## src/rtl/bcd_serial_adder_if.sv

```systemverilog
// Request/result bundle for the digit-serial BCD adder.
// The master side drives the request; the slave side (the adder) returns status and result.
interface bcd_serial_adder_if #(
   parameter int NDIG = 2
);
   logic                  START;
   logic                  MODE;
   logic                  CIN;
   logic [4*NDIG-1:0]     A;
   logic [4*NDIG-1:0]     B;
   logic                  BUSY;
   logic                  DONE;
   logic                  ERR;
   logic [4*NDIG+3:0]     SUM;
   logic [7*NDIG+6:0]     HEX;

   modport master (
      output START, MODE, CIN, A, B,
      input  BUSY, DONE, ERR, SUM, HEX
   );

   modport slave (
      input  START, MODE, CIN, A, B,
      output BUSY, DONE, ERR, SUM, HEX
   );
endinterface

```

## src/rtl/bcd_serial_adder.sv

```systemverilog
// Digit-serial BCD adder, LSD first, one digit per clock, with add/accumulate modes,
// non-BCD operand detection and a 7-segment code per result digit.
//
// state   | meaning
// --------+------------------------------------------------------------
// S_IDLE  | waiting for START; operands latched on the accepting edge
// S_ADD   | one BCD digit per cycle into the shadow register
// S_FAULT | operand had a digit > 9; report ERR, leave SUM untouched
module bcd_serial_adder #(
   parameter int NDIG           = 2,
   parameter bit SEG_ACTIVE_LOW = 1'b1
) (
   input logic              CLOCK_50,
   input logic              RESET_N,
   bcd_serial_adder_if.slave bus
);
   localparam int W  = 4 * NDIG;
   localparam int CW = (NDIG > 1) ? $clog2(NDIG) : 1;

   typedef enum logic [1:0] {
      S_IDLE  = 2'd0,
      S_ADD   = 2'd1,
      S_FAULT = 2'd2
   } state_t;

   state_t          state_q, state_d;
   logic [W-1:0]    a_q, a_d;
   logic [W-1:0]    b_q, b_d;
   logic [W-1:0]    r_q, r_d;
   logic            c_q, c_d;
   logic [CW-1:0]   cnt_q, cnt_d;
   logic [W+3:0]    sum_q, sum_d;
   logic            done_q, done_d;
   logic            err_q, err_d;

   logic [4:0]      t;
   logic [3:0]      r_k;
   logic            c_k;
   logic [W+3:0]    r_cat;
   logic [W-1:0]    r_next;

   function automatic logic has_bad_digit(input logic [W-1:0] v);
      logic bad;
      bad = 1'b0;
      for (int i = 0; i < NDIG; i++) begin
         if (v[4*i +: 4] > 4'd9) bad = 1'b1;
      end
      return bad;
   endfunction

   function automatic logic [6:0] seg7(input logic [3:0] d);
      logic [6:0] s;
      case (d)
         4'd0:    s = 7'b1000000;
         4'd1:    s = 7'b1111001;
         4'd2:    s = 7'b0100100;
         4'd3:    s = 7'b0110000;
         4'd4:    s = 7'b0011001;
         4'd5:    s = 7'b0010010;
         4'd6:    s = 7'b0000010;
         4'd7:    s = 7'b1111000;
         4'd8:    s = 7'b0000000;
         4'd9:    s = 7'b0010000;
         default: s = 7'b1111111;
      endcase
      return SEG_ACTIVE_LOW ? s : ~s;
   endfunction

   // Digit slice: BCD correction by +6 wraps modulo 16 when the 5-bit sum exceeds 9.
   always_comb begin
      t      = {1'b0, a_q[3:0]} + {1'b0, b_q[3:0]} + {4'd0, c_q};
      c_k    = (t > 5'd9);
      r_k    = c_k ? (t[3:0] + 4'd6) : t[3:0];
      r_cat  = {r_k, r_q};
      r_next = r_cat[W+3:4];
   end

   always_comb begin
      state_d = state_q;
      a_d     = a_q;
      b_d     = b_q;
      r_d     = r_q;
      c_d     = c_q;
      cnt_d   = cnt_q;
      sum_d   = sum_q;
      done_d  = 1'b0;
      err_d   = err_q;
      case (state_q)
         S_IDLE: begin
            if (bus.START) begin
               a_d   = bus.A;
               b_d   = bus.MODE ? sum_q[W-1:0] : bus.B;
               c_d   = bus.CIN;
               r_d   = '0;
               cnt_d = CW'(NDIG - 1);
               if (has_bad_digit(bus.A) || (!bus.MODE && has_bad_digit(bus.B)))
                  state_d = S_FAULT;
               else
                  state_d = S_ADD;
            end
         end
         S_ADD: begin
            a_d = a_q >> 4;
            b_d = b_q >> 4;
            r_d = r_next;
            c_d = c_k;
            if (cnt_q == '0) begin
               sum_d   = {3'b000, c_k, r_next};
               done_d  = 1'b1;
               err_d   = 1'b0;
               state_d = S_IDLE;
            end else begin
               cnt_d = cnt_q - 1'b1;
            end
         end
         S_FAULT: begin
            done_d  = 1'b1;
            err_d   = 1'b1;
            state_d = S_IDLE;
         end
         default: state_d = S_IDLE;
      endcase
   end

   always_ff @(posedge CLOCK_50) begin
      if (!RESET_N) begin
         state_q <= S_IDLE;
         a_q     <= '0;
         b_q     <= '0;
         r_q     <= '0;
         c_q     <= 1'b0;
         cnt_q   <= '0;
         sum_q   <= '0;
         done_q  <= 1'b0;
         err_q   <= 1'b0;
      end else begin
         state_q <= state_d;
         a_q     <= a_d;
         b_q     <= b_d;
         r_q     <= r_d;
         c_q     <= c_d;
         cnt_q   <= cnt_d;
         sum_q   <= sum_d;
         done_q  <= done_d;
         err_q   <= err_d;
      end
   end

   assign bus.BUSY = (state_q != S_IDLE);
   assign bus.DONE = done_q;
   assign bus.ERR  = err_q;
   assign bus.SUM  = sum_q;

   for (genvar i = 0; i <= NDIG; i++) begin : g_hex
      assign bus.HEX[7*i +: 7] = seg7(sum_q[4*i +: 4]);
   end
endmodule

```

## src/flat_wrapper.sv

```systemverilog
// flat-port wrapper written by rule: the top's interface ports become plain ports
module bcd_serial_adder_flat 
#(
   parameter int NDIG           = 2,
   parameter bit SEG_ACTIVE_LOW = 1'b1
)
  (CLOCK_50, RESET_N, bus_START, bus_MODE, bus_CIN, bus_A, bus_B, bus_BUSY, bus_DONE, bus_ERR, bus_SUM, bus_HEX);
  bcd_serial_adder_if #(.NDIG(NDIG)) bus_i ();
  input logic CLOCK_50;
  input logic RESET_N;
  input wire logic [$bits(bus_i.START)-1:0] bus_START;
  input wire logic [$bits(bus_i.MODE)-1:0] bus_MODE;
  input wire logic [$bits(bus_i.CIN)-1:0] bus_CIN;
  input wire logic [$bits(bus_i.A)-1:0] bus_A;
  input wire logic [$bits(bus_i.B)-1:0] bus_B;
  output wire logic [$bits(bus_i.BUSY)-1:0] bus_BUSY;
  output wire logic [$bits(bus_i.DONE)-1:0] bus_DONE;
  output wire logic [$bits(bus_i.ERR)-1:0] bus_ERR;
  output wire logic [$bits(bus_i.SUM)-1:0] bus_SUM;
  output wire logic [$bits(bus_i.HEX)-1:0] bus_HEX;
  assign bus_i.START = bus_START;
  assign bus_i.MODE = bus_MODE;
  assign bus_i.CIN = bus_CIN;
  assign bus_i.A = bus_A;
  assign bus_i.B = bus_B;
  assign bus_BUSY = bus_i.BUSY;
  assign bus_DONE = bus_i.DONE;
  assign bus_ERR = bus_i.ERR;
  assign bus_SUM = bus_i.SUM;
  assign bus_HEX = bus_i.HEX;
  bcd_serial_adder #(.NDIG(NDIG), .SEG_ACTIVE_LOW(SEG_ACTIVE_LOW)) u_core (.CLOCK_50(CLOCK_50), .RESET_N(RESET_N), .bus(bus_i));
endmodule
```

## config.mk

```make
export PLATFORM = sky130hd
export DESIGN_NAME = bcd_serial_adder_flat
export DESIGN_NICKNAME = d
export VERILOG_FILES = /design/src/rtl/bcd_serial_adder_if.sv /design/src/rtl/bcd_serial_adder.sv /design/src/flat_wrapper.sv
export SDC_FILE = /design/constraint.sdc
export NUM_CORES = 1
export LEC_CHECK = 0
export ABC_AREA = 1
export BUFFER_PORTS_ARGS = -buffer_cell sky130_fd_sc_hd__buf_4
export CAP_MARGIN = 20
export CORE_AREA = 5 5 89 91
export DETAILED_ROUTE_END_ITERATION = 10
export DIE_AREA = 0 0 94 96
export HOLD_SLACK_MARGIN = 0.1
export PLACE_DENSITY = 0.7
export SLEW_MARGIN = 15
export SYNTH_ARGS = -nofsm -noshare
export SYNTH_HDL_FRONTEND = slang
export SYNTH_SLANG_ARGS = --single-unit
export TNS_END_PERCENT = 5
```

## constraint.sdc

```tcl
create_clock -name CLOCK_50 -period 3.8 [get_ports CLOCK_50]
set_input_delay 0 -clock CLOCK_50 [delete_from_list [all_inputs] [get_ports CLOCK_50]]
set_output_delay 0 -clock CLOCK_50 [all_outputs]
set_load 0.1 [all_outputs]
```

=== Yosys cells after proc, flatten, opt, wreduce, memory -nomap -nowiden ===
Memories as Yosys holds them, arrays and structs flattened. A register that Yosys moved wholly into a read port is not among the register bits.
Cells that the tools add are included.

* Flip-flop bits (word level): 39
* ROM bits: 336
* Memories: 3
* Input port bits: 21

* Mux-type cells: 35
* Equality and inequality tests: 4
* Magnitude comparators: 5
* $add $sub $neg: 4
* Bitwise gates (word level): 1
* Reductions and logical operators: 11

{| class="wikitable"
|+ Memory list
! memory !! depth !! width !! rd ports !! clocked after Yosys merged registers in !! wr ports !! RTL line !! RTL
|-
| (no name shown) || 16 || 7 || 1 || 1 || 0 || bcd_serial_adder.sv:53 || <nowiki>case (d)</nowiki>
|-
| (no name shown) || 16 || 7 || 1 || 1 || 0 || bcd_serial_adder.sv:53 ||
|-
| (no name shown) || 16 || 7 || 1 || 1 || 0 || bcd_serial_adder.sv:53 ||
|}

{| class="wikitable"
|+ Operators with widths
! operator !! number
|-
| case mux 8 bit (2 select lines) || 3
|-
| 2-to-1 mux 8 bit || 4
|-
| 2-to-1 mux 4 bit || 7
|-
| > comparator 4 bit, second input constant || 4
|-
| 2-to-1 mux 1 bit || 13
|-
| case mux 1 bit (2 select lines) || 4
|-
| AND reduction 2 bit || 4
|-
| 2-to-1 mux 2 bit || 3
|-
| nonzero test 2 bit || 3
|-
| adder 4 x 4 -> 5 bit || 1
|-
| adder 5 x 1 -> 5 bit || 1
|-
| > comparator 5 x 4 -> 1 bit, second input constant || 1
|-
| adder 4 x 3 -> 4 bit, second input constant || 1
|-
| != test 2 bit, second input constant || 2
|-
| case mux 2 bit (2 select lines) || 1
|-
| == test 2 x 1 -> 1 bit, second input constant || 1
|-
| == test 2 bit, second input constant || 1
|-
| logical NOT 2 bit || 1
|-
| logical AND 1 bit || 1
|-
| logical NOT 1 bit || 1
|-
| logical OR 1 bit || 1
|-
| inverter 1 bit || 1
|-
| subtractor 1 bit, second input constant || 1
|}

=== Depth between registers and ports, before layout ===
Gate-level depths: netlist (run 1).

* Word-level depth: 10
* Depth in mapped cells: 21
* Gate-level depth less buffers: 21

=== Worst setup path before layout (run 1) ===
No wires, ideal clock.

* Path type: register -> register
* From: register u_core.c_q
* To: register u_core.bus.HEX[10] (netlist name)
* Stages on the path, launching flop included: 17
* Arrival time: 2.780 ns
* Data required time: 3.687 ns
* Setup slack: 0.907 ns
* Library setup time: 0.113 ns
* Clock period less this slack: 2.893 ns
* Cell sequence: dfxtp_1 fa_1 inv_1 fa_1 ha_1 a21oi_1 a21oi_2 nand2_2 nand2_4 nand2_1 nand3_1 nand2_1 inv_1 ha_1 nand3b_1 nand3_1 nand2_1

* Cells in the longest elaborated chain, start to end: 5

{| class="wikitable"
|+ RTL lines
! element !! RTL line !! RTL
|-
| start, declared || bcd_serial_adder.sv:30 || <nowiki>logic c_q, c_d;</nowiki>
|-
| start signal, assigned || bcd_serial_adder.sv:131 || <nowiki>c_q <= 1'b0;</nowiki>
|-
| start signal, assigned || bcd_serial_adder.sv:141 || <nowiki>c_q <= c_d;</nowiki>
|-
| adder 5 x 1 -> 5 bit (*) || bcd_serial_adder.sv:71 || <nowiki>t = {1'b0, a_q[3:0]} + {1'b0, b_q[3:0]} + {4'd0, c_q};</nowiki>
|-
| adder 4 x 3 -> 4 bit / > comparator 5 x 4 -> 1 bit (equally long branches) || bcd_serial_adder.sv:73, bcd_serial_adder.sv:72 ||
|-
| 2-to-1 mux 4 bit (*) || bcd_serial_adder.sv:73 || <nowiki>r_k = c_k ? (t[3:0] + 4'd6) : t[3:0];</nowiki>
|-
| 2-to-1 mux 4 bit (no source line) (*) (2 in a row) || n/a ||
|}

Every way passes the cells marked *; elsewhere a longest branch is shown, timed or not.
A chain may end at the register's enable or synchronous reset.

=== Worst setup path after layout (run 1) ===
* From: register u_core.c_q
* To: register u_core.bus.HEX[10] (netlist name)

* Cells in the longest elaborated chain, start to end: 5

{| class="wikitable"
|+ RTL lines
! element !! RTL line
|-
| adder 5 x 1 -> 5 bit (*) || bcd_serial_adder.sv:71
|-
| adder 4 x 3 -> 4 bit / > comparator 5 x 4 -> 1 bit (equally long branches) || bcd_serial_adder.sv:73, bcd_serial_adder.sv:72
|-
| 2-to-1 mux 4 bit (*) || bcd_serial_adder.sv:73
|-
| 2-to-1 mux 4 bit (no source line) (*) (2 in a row) || n/a
|}

Marked as above.

==> run metrics, run 1 <==
relative area change from synthesis to final layout=25.3%; H-tree depth=2; initial standard-cell utilization of the core=between 30% and 40%; launching point of the worst reg2reg path=u_core.c_q$_SDFFE_PN0P_; CP arrival=about 3.4 ns; number of diodes=0; top achievable clock speed=between 300 and 400 MHz; synthesized flop and latch total=50; Seq/Total Area, Yosys=37.1%; worst skew pair latency=roughly 0.30 ns; Non-Filler Instances=slightly above 500; highest ir drop seen on vdd=between 150 and 200 µV; number of setup violations in the final report=0; start point of the critical path=u_core.c_q$_SDFFE_PN0P_; Switching Share=between 40% and 50%; Worst Skew=0.00338 ns; area share of the largest cell type after synthesis=37.1%; share of layout cells above drive strength 1=about a quarter; unique cell type count in the Yosys netlist=37; router iterations before antenna repair=4; Place WS=between 0.6 and 0.7 ns; run status=completed; internal power=roughly 0.00092 W; Std-Cell Core Area=7060 µm²; hold path start=bus_MODE; maximum number of pins on one net before global-route repair=32; setup bufs post-CTS=0; via count of the first global-routing pass=about 2300; Tightest Pin Transition=~0.73 ns; clock tree from TritonCTS=done; all-layer global routing usage=roughly 15%; synthesized cell area=2700 µm²; Setup CP Type=reg2reg; count of input and output buffers=50; Synth Warn #=0; top library cells by usage in the layout, fill and taps aside=nand2_1 (88), buf_4 (50), dfxtp_1 (50); wire length of the first global-routing pass=between 10000 and 15000 µm; initial antenna violation count=0; multi-input gate area in the final layout=between 1000 and 1500 µm²; final slew viol count=0; Tcrit/Tclk final=83.1%; Max transition margin=51.0%; fraction of power consumed by the clock network=a little under a quarter; Seq. cell area=around 1000 µm²; count of nets after finishing=about 450; Setup TNS Final=0 ns; Overall Power=between 0.0015 and 0.002 W; Critical path destination=u_core.bus.HEX[10]$_DFF_P_; Final ANT Viol Nets=0; peak fanout along the critical path=6; vias per cell=around 4.6; setup slack after layout=0.643 ns; GRT Residual Overflow=0; worst reg2reg path endpoint=u_core.bus.HEX[10]$_DFF_P_; number of fillers in the final layout=712; Final min period=around 3.2 ns; relative contribution of sequential cells to total power=38.1%; final hold viol count=0; horizontal die dimension=94 µm; worst hold slack=0.123 ns; placed cell count=between 400 and 500; WP data required=about 4 ns; buffers from clock root to sink, at most=2; gpl congestion=between 0.8 and 0.9; die area=9020 µm²; DR DRC count=0; commonest non-fill, non-tap cell in the layout=nand2_1; first-iteration detailed-routing DRC count=between 100 and 150; RSZ-0062 raised after global routing=false; cell area power density=465 nW/µm²; number of top-level design ports=57; startpoint type of the worst setup path=flop; kind of end point of the critical path=flop; Max Cap Violations=0; number of clock sinks seen by CTS=50; top cells by area, synth=dfxtp_1 (37%), nand2_1 (12%), ha_1 (8.4%), a21oi_1 (4.6%), inv_1 (4.2%); Hold Path Class=in2reg; CTS clk-pin slew, worst paths=about 0.09 ns; R2R Setup Slk=0.64 ns; power share of the combinational group=38.3%; total via count in the routed design=approximately 2300; CTS resizes=0; routed wire length=about 6300 µm; cell accounting for the most synthesized area=dfxtp_1; number of core rows=31; depth of the worst hold-timing path=5; detailed-placement wirelength estimate=around 4800 µm; net switching power=~0.00065 W; routed len/inst=around 12 µm; synthesized area divided by synthesized cell count=between 7 and 8 µm²; die height=96 µm; CTS root buf=clkbuf_8; reported leakage power=1.61 nW; CTS buffer count=5; cell depth of the worst flop-to-flop path=16; cell count after synthesis=about 350
[kinds of logic after synthesis]
kind of cell | Yosys count | synth area share [%]
AO/OA/AOI/OAI | 61 | 13.0
adder cells (fa/ha/maj) | 20 | 9.84
buffers and inverters | 56 | 10.2
flip-flops | 50 | 37.1
other | 2 | 0.279
AND/OR/NAND/NOR | 156 | 29.6
[metal layers]
layer | vias to the layer above | track usage [%] | wire (µm)
met3 | 11 | 2.89 | 233
met2 | 49 | 26.0 | 3240
li1 | 1215 | - | -
met1 | 1070 | 17.6 | 2750
met4 | 0 | 6.26 | 123
met5 | - | 0 | 0
[metrics by stage]
stage / cell area (µm²) / util, %
final: 3380 / 47.9
after floorplan: 2710 / -
after global placement: 3090 / 43.8
after CTS: 3380 / 47.9
after detailed placement: 3090 / 43.8
after global routing: 3380 / 47.9
[worst min path at each step]
stage	end	slack [ns]
after global placement	u_core.a_q[5]$_SDFFE_PN0P_	0.28
after detailed placement	u_core.a_q[5]$_SDFFE_PN0P_	0.28
final	u_core.b_q[6]$_SDFFE_PN0P_	0.12
after CTS	u_core.b_q[6]$_SDFFE_PN0P_	0.11
after global routing	u_core.b_q[6]$_SDFFE_PN0P_	0.14
after floorplan	u_core.b_q[0]$_SDFFE_PN0P_	0.14
[layout make-up]
cell class / instances / share of cell area (%)
multi-input combinational: 243 / 42.5
timing repair buffer: 68 / 16.4
tap: 99 / 3.67
inverter: 40 / 4.59
clock buffer: 5 / 2.04
clock inverter: 3 / 1.18
sequential: 50 / 29.6
[worst max-delay path: stages (launching register included)]
cell and delay (ns):
dfxtp_1 0.34, fa_1 0.45, inv_1 0.10, fa_1 0.47, ha_1 0.24, a21oi_1 0.19
a21oi_2 0.05, nand2_2 0.11, nand2_4 0.08, nand2_1 0.08, nand3_1 0.07, nand2_1 0.19
inv_1 0.09, ha_1 0.29, nand3b_1 0.17, nand3_1 0.10, nand2_1 0.04
[cell usage after synthesis, drive strengths merged]
library cell and number:
clkbuf 3, buf 13, nor2 24, conb 2, o31ai 1, a21oi 27
a31oi 4, a2bb2oi 1, a211oi 1, nand2 100, inv 39, clkinv 1
ha 18, nand3 19, or2 1, dfxtp 50, fa 2, nor3 8
o211ai 2, o21ai 25, nand3b 3, nand4 1
[flip-flops by register name, summed over array words and instances (netlist names)]
signal and count:
u_core.a_q 8, u_core.b_q 8, u_core.bus.DONE 1, u_core.bus.ERR 1
u_core.bus.HEX 15, u_core.bus.SUM 9, u_core.c_q 1, u_core.cnt_q 1
u_core.r_q 4, u_core.state_q 2
[power by group through the flow]
stage / Sequential (W) / Combinational, W / Clock (W)
2_1_floorplan: 0.000769 / 0.000316 / 0
6_report: 0.000598 / 0.000602 / 0.000371
3_5_place_dp: 0.000610 / 0.000585 / 0
5_1_grt: 0.000603 / 0.000654 / 0.000402
4_1_cts: 0.000598 / 0.000601 / 0.000382
3_3_place_gp: 0.000610 / 0.000575 / 0
[repair_timing]
action / CTS / global route
hold endpoints to repair: 23 / 0
endpoints found under the setup margin: 0 / 0
hold buffers: 18 / 0
No activity file was read; power rests on OpenSTA's default activity.
==> run 2: changes to the inputs <==
--- a/config.mk
+++ b/config.mk
@@ -12,7 +12,7 @@
 export DETAILED_ROUTE_END_ITERATION = 10
 export DIE_AREA = 0 0 94 96
 export HOLD_SLACK_MARGIN = 0.1
-export PLACE_DENSITY = 0.7
+export PLACE_DENSITY = 0.72
 export SLEW_MARGIN = 15
 export SYNTH_ARGS = -nofsm -noshare
 export SYNTH_HDL_FRONTEND = slang
==> constraint.sdc (replaced) <==
create_clock -name CLOCK_50 -period 2.8 [get_ports CLOCK_50]
set_input_delay 0 -clock CLOCK_50 [delete_from_list [all_inputs] [get_ports CLOCK_50]]
set_output_delay 0 -clock CLOCK_50 [all_outputs]
set_load 0.1 [all_outputs]
==> run metrics, run 2 (synthesized netlist as in run 1, its figures left out) <==
run status=completed; GRT Residual Overflow=0; R2R Setup Slk=~0.02 ns; detailed-placement wirelength estimate=approximately 4800 µm; Final min period=around 2.8 ns; RSZ-0062 raised after global routing=true; power share of the combinational group=43.3%; cell area power density=626 nW/µm²; number of clock sinks seen by CTS=50; WP data required=approximately 3 ns; count of input and output buffers=50; max FFs per register=15; peak per-stage delay on the critical path=about 0.49 ns; worst reg2reg path endpoint=u_core.bus.HEX[7]$_DFF_P_; worst skew pair latency=approximately 0.30 ns; first-iteration detailed-routing DRC count=~140; H-tree depth=2; number of core rows=31; dpl cell area=between 3000 and 4000 µm²; Setup CP Type=reg2reg; Non-Filler Instances=approximately 520; clock tree from TritonCTS=done; highest ir drop seen on vdd=255 µV; number of setup violations in the final report=0; gpl congestion=between 0.9 and 1; Max transition margin=between 40% and 50%; Std-Cell Core Area=7060 µm²; top library cells by usage in the layout, fill and taps aside=nand2_1 (82), buf_4 (63), dfxtp_1 (48); final hold viol count=0; via count of the first global-routing pass=2448; global routing usage on met1=~17%; layer carrying the most global-route usage=met2; number of diodes=0; relative contribution of sequential cells to total power=37.2%; internal power=between 0.001 and 0.0015 W; Worst Skew=0.00882 ns; wire length of the first global-routing pass=around 11000 µm; buffers from clock root to sink, at most=2; CTS buffer count=5; top achievable clock speed=360 MHz; cell depth of the worst flop-to-flop path=17; hold path start=bus_MODE; startpoint type of the worst setup path=flop; total via count in the routed design=about 2500; vias per cell=4.75; horizontal die dimension=between 90 and 100 µm; die height=between 90 and 100 µm; Switching Share=between 40% and 50%; Tcrit/Tclk final=just under 100%; met3 GRT Util=2.58%; sink of the worst hold path=u_core.b_q[4]$_SDFFE_PN0P_; GR met2 Demand/Resource=26.8%; kind of end point of the critical path=flop; CTS root buf=clkbuf_8; peak fanout along the critical path=5; share of layout cells above drive strength 1=a little under a third; Setup TNS Final=0 ns; multi-input gate area in the final layout=roughly 1500 µm²; start point of the critical path=u_core.c_q$_SDFFE_PN0P_; all-layer global routing usage=between 10% and 20%; Hold Path Class=in2reg; CP arrival=about 3.0 ns; relative area change from synthesis to final layout=29.4%; master of the slowest instance on the critical path=fa_2; Tightest Pin Transition=approximately 0.76 ns; final slew viol count=0; maximum number of pins on one net before global-route repair=32; Seq. cell area=1000 µm²; ordered list of cells on the worst path=fa_2 > inv_2 > fa_2 > ha_4 > inv_2 > a21oi_2 > a21oi_2 > nand2_2 > nand2_4 > nand2_4 > nand3_2 > nand2_2 > buf_4 > ha_1 > nand3b_1 > nand3_1 > nand2_1; number of top-level design ports=57; DR DRC count=0; depth of the worst hold-timing path=5; initial antenna violation count=0; commonest non-fill, non-tap cell in the layout=nand2_1; routed wire length=~6600 µm; reported leakage power=around 1.7 nW; die area=around 9000 µm²; initial standard-cell utilization of the core=between 30% and 40%; routed len/inst=12.7 µm; number of fillers in the final layout=670; count of nets after finishing=about 460; launching point of the worst reg2reg path=u_core.c_q$_SDFFE_PN0P_; CTS clk-pin slew, worst paths=0.09 ns; placed cell count=488; net switching power=between 0.0009 and 0.001 W; area of all placed cells without fillers=between 3000 and 4000 µm²; Final ANT Viol Nets=0; Max Cap Violations=0; router iterations before antenna repair=4; fraction of power consumed by the clock network=about 20%; final standard cell utilization of the core=49.4%
## run 2: layout make-up
class,instances,area share [%]
multi-input combinational,243,43.3
sequential,50,28.8
timing repair buffer,76,17.3
inverter,40,4.45
tap,99,3.55
clock buffer,7,2.47
clock inverter,1,0.143
## run 2: power groups by stage
stage	sequential [W]	combinational [W]	clock (W)
floorplan	0.00104	0.000438	0
global placement	0.000826	0.000812	0
detailed placement	0.000827	0.000827	0
CTS	0.000811	0.000914	0.000437
global route	0.000818	0.00102	0.000466
finish	0.000811	0.000946	0.000426
## run 2: routing by layer
| layer | up-vias | part of all wire (%) |
|---|---|---|
| met5 | - | 0 |
| met4 | 0 | 3.3 |
| met3 | 23 | 3.4 |
| met2 | 54 | 51 |
| met1 | 1141 | 42 |
| li1 | 1232 | - |
## run 2: worst max path at each step
| stage | slack, ns | to |
|---|---|---|
| 2_1_floorplan | 0.04 | u_core.bus.HEX[10]$_DFF_P_ |
| 3_3_place_gp | 0.04 | u_core.bus.HEX[10]$_DFF_P_ |
| 3_5_place_dp | -0.05 | u_core.bus.HEX[10]$_DFF_P_ |
| 4_1_cts | 0.004 | u_core.bus.HEX[7]$_DFF_P_ |
| 5_1_grt | -0.12 | u_core.bus.HEX[10]$_DFF_P_ |
| 6_report | 0.02 | u_core.bus.HEX[7]$_DFF_P_ |
## run 2: worst max-delay path, delay by kind of cell (launching register included)
kind	cells	cell delay [ns]
adders and majority gates	4	1.27
AOI/OAI and AO/OA	2	0.16
and+or+nand+nor	8	0.65
buffers and inverters	3	0.29
DFF	1	0.34
## run 2: timing repair
action	in CTS	in global routing
hold endpoints to repair	20	0
setup endpoints to repair	2	9
resized for setup	13	4
buffers inserted	5	2
pin swaps	9	8
hold buffers	13	0
## run 2: metrics by stage
step	setup slack (ns)	hold slack, ns	power [W]
final	0.0203	0.110	0.00218
after global routing	-0.121	0.131	0.00230
after CTS	0.00391	0.102	0.00216
after detailed placement	-0.0542	0.282	0.00165
after floorplan	0.0385	0.138	0.00148
after global placement	0.0419	0.278	0.00164
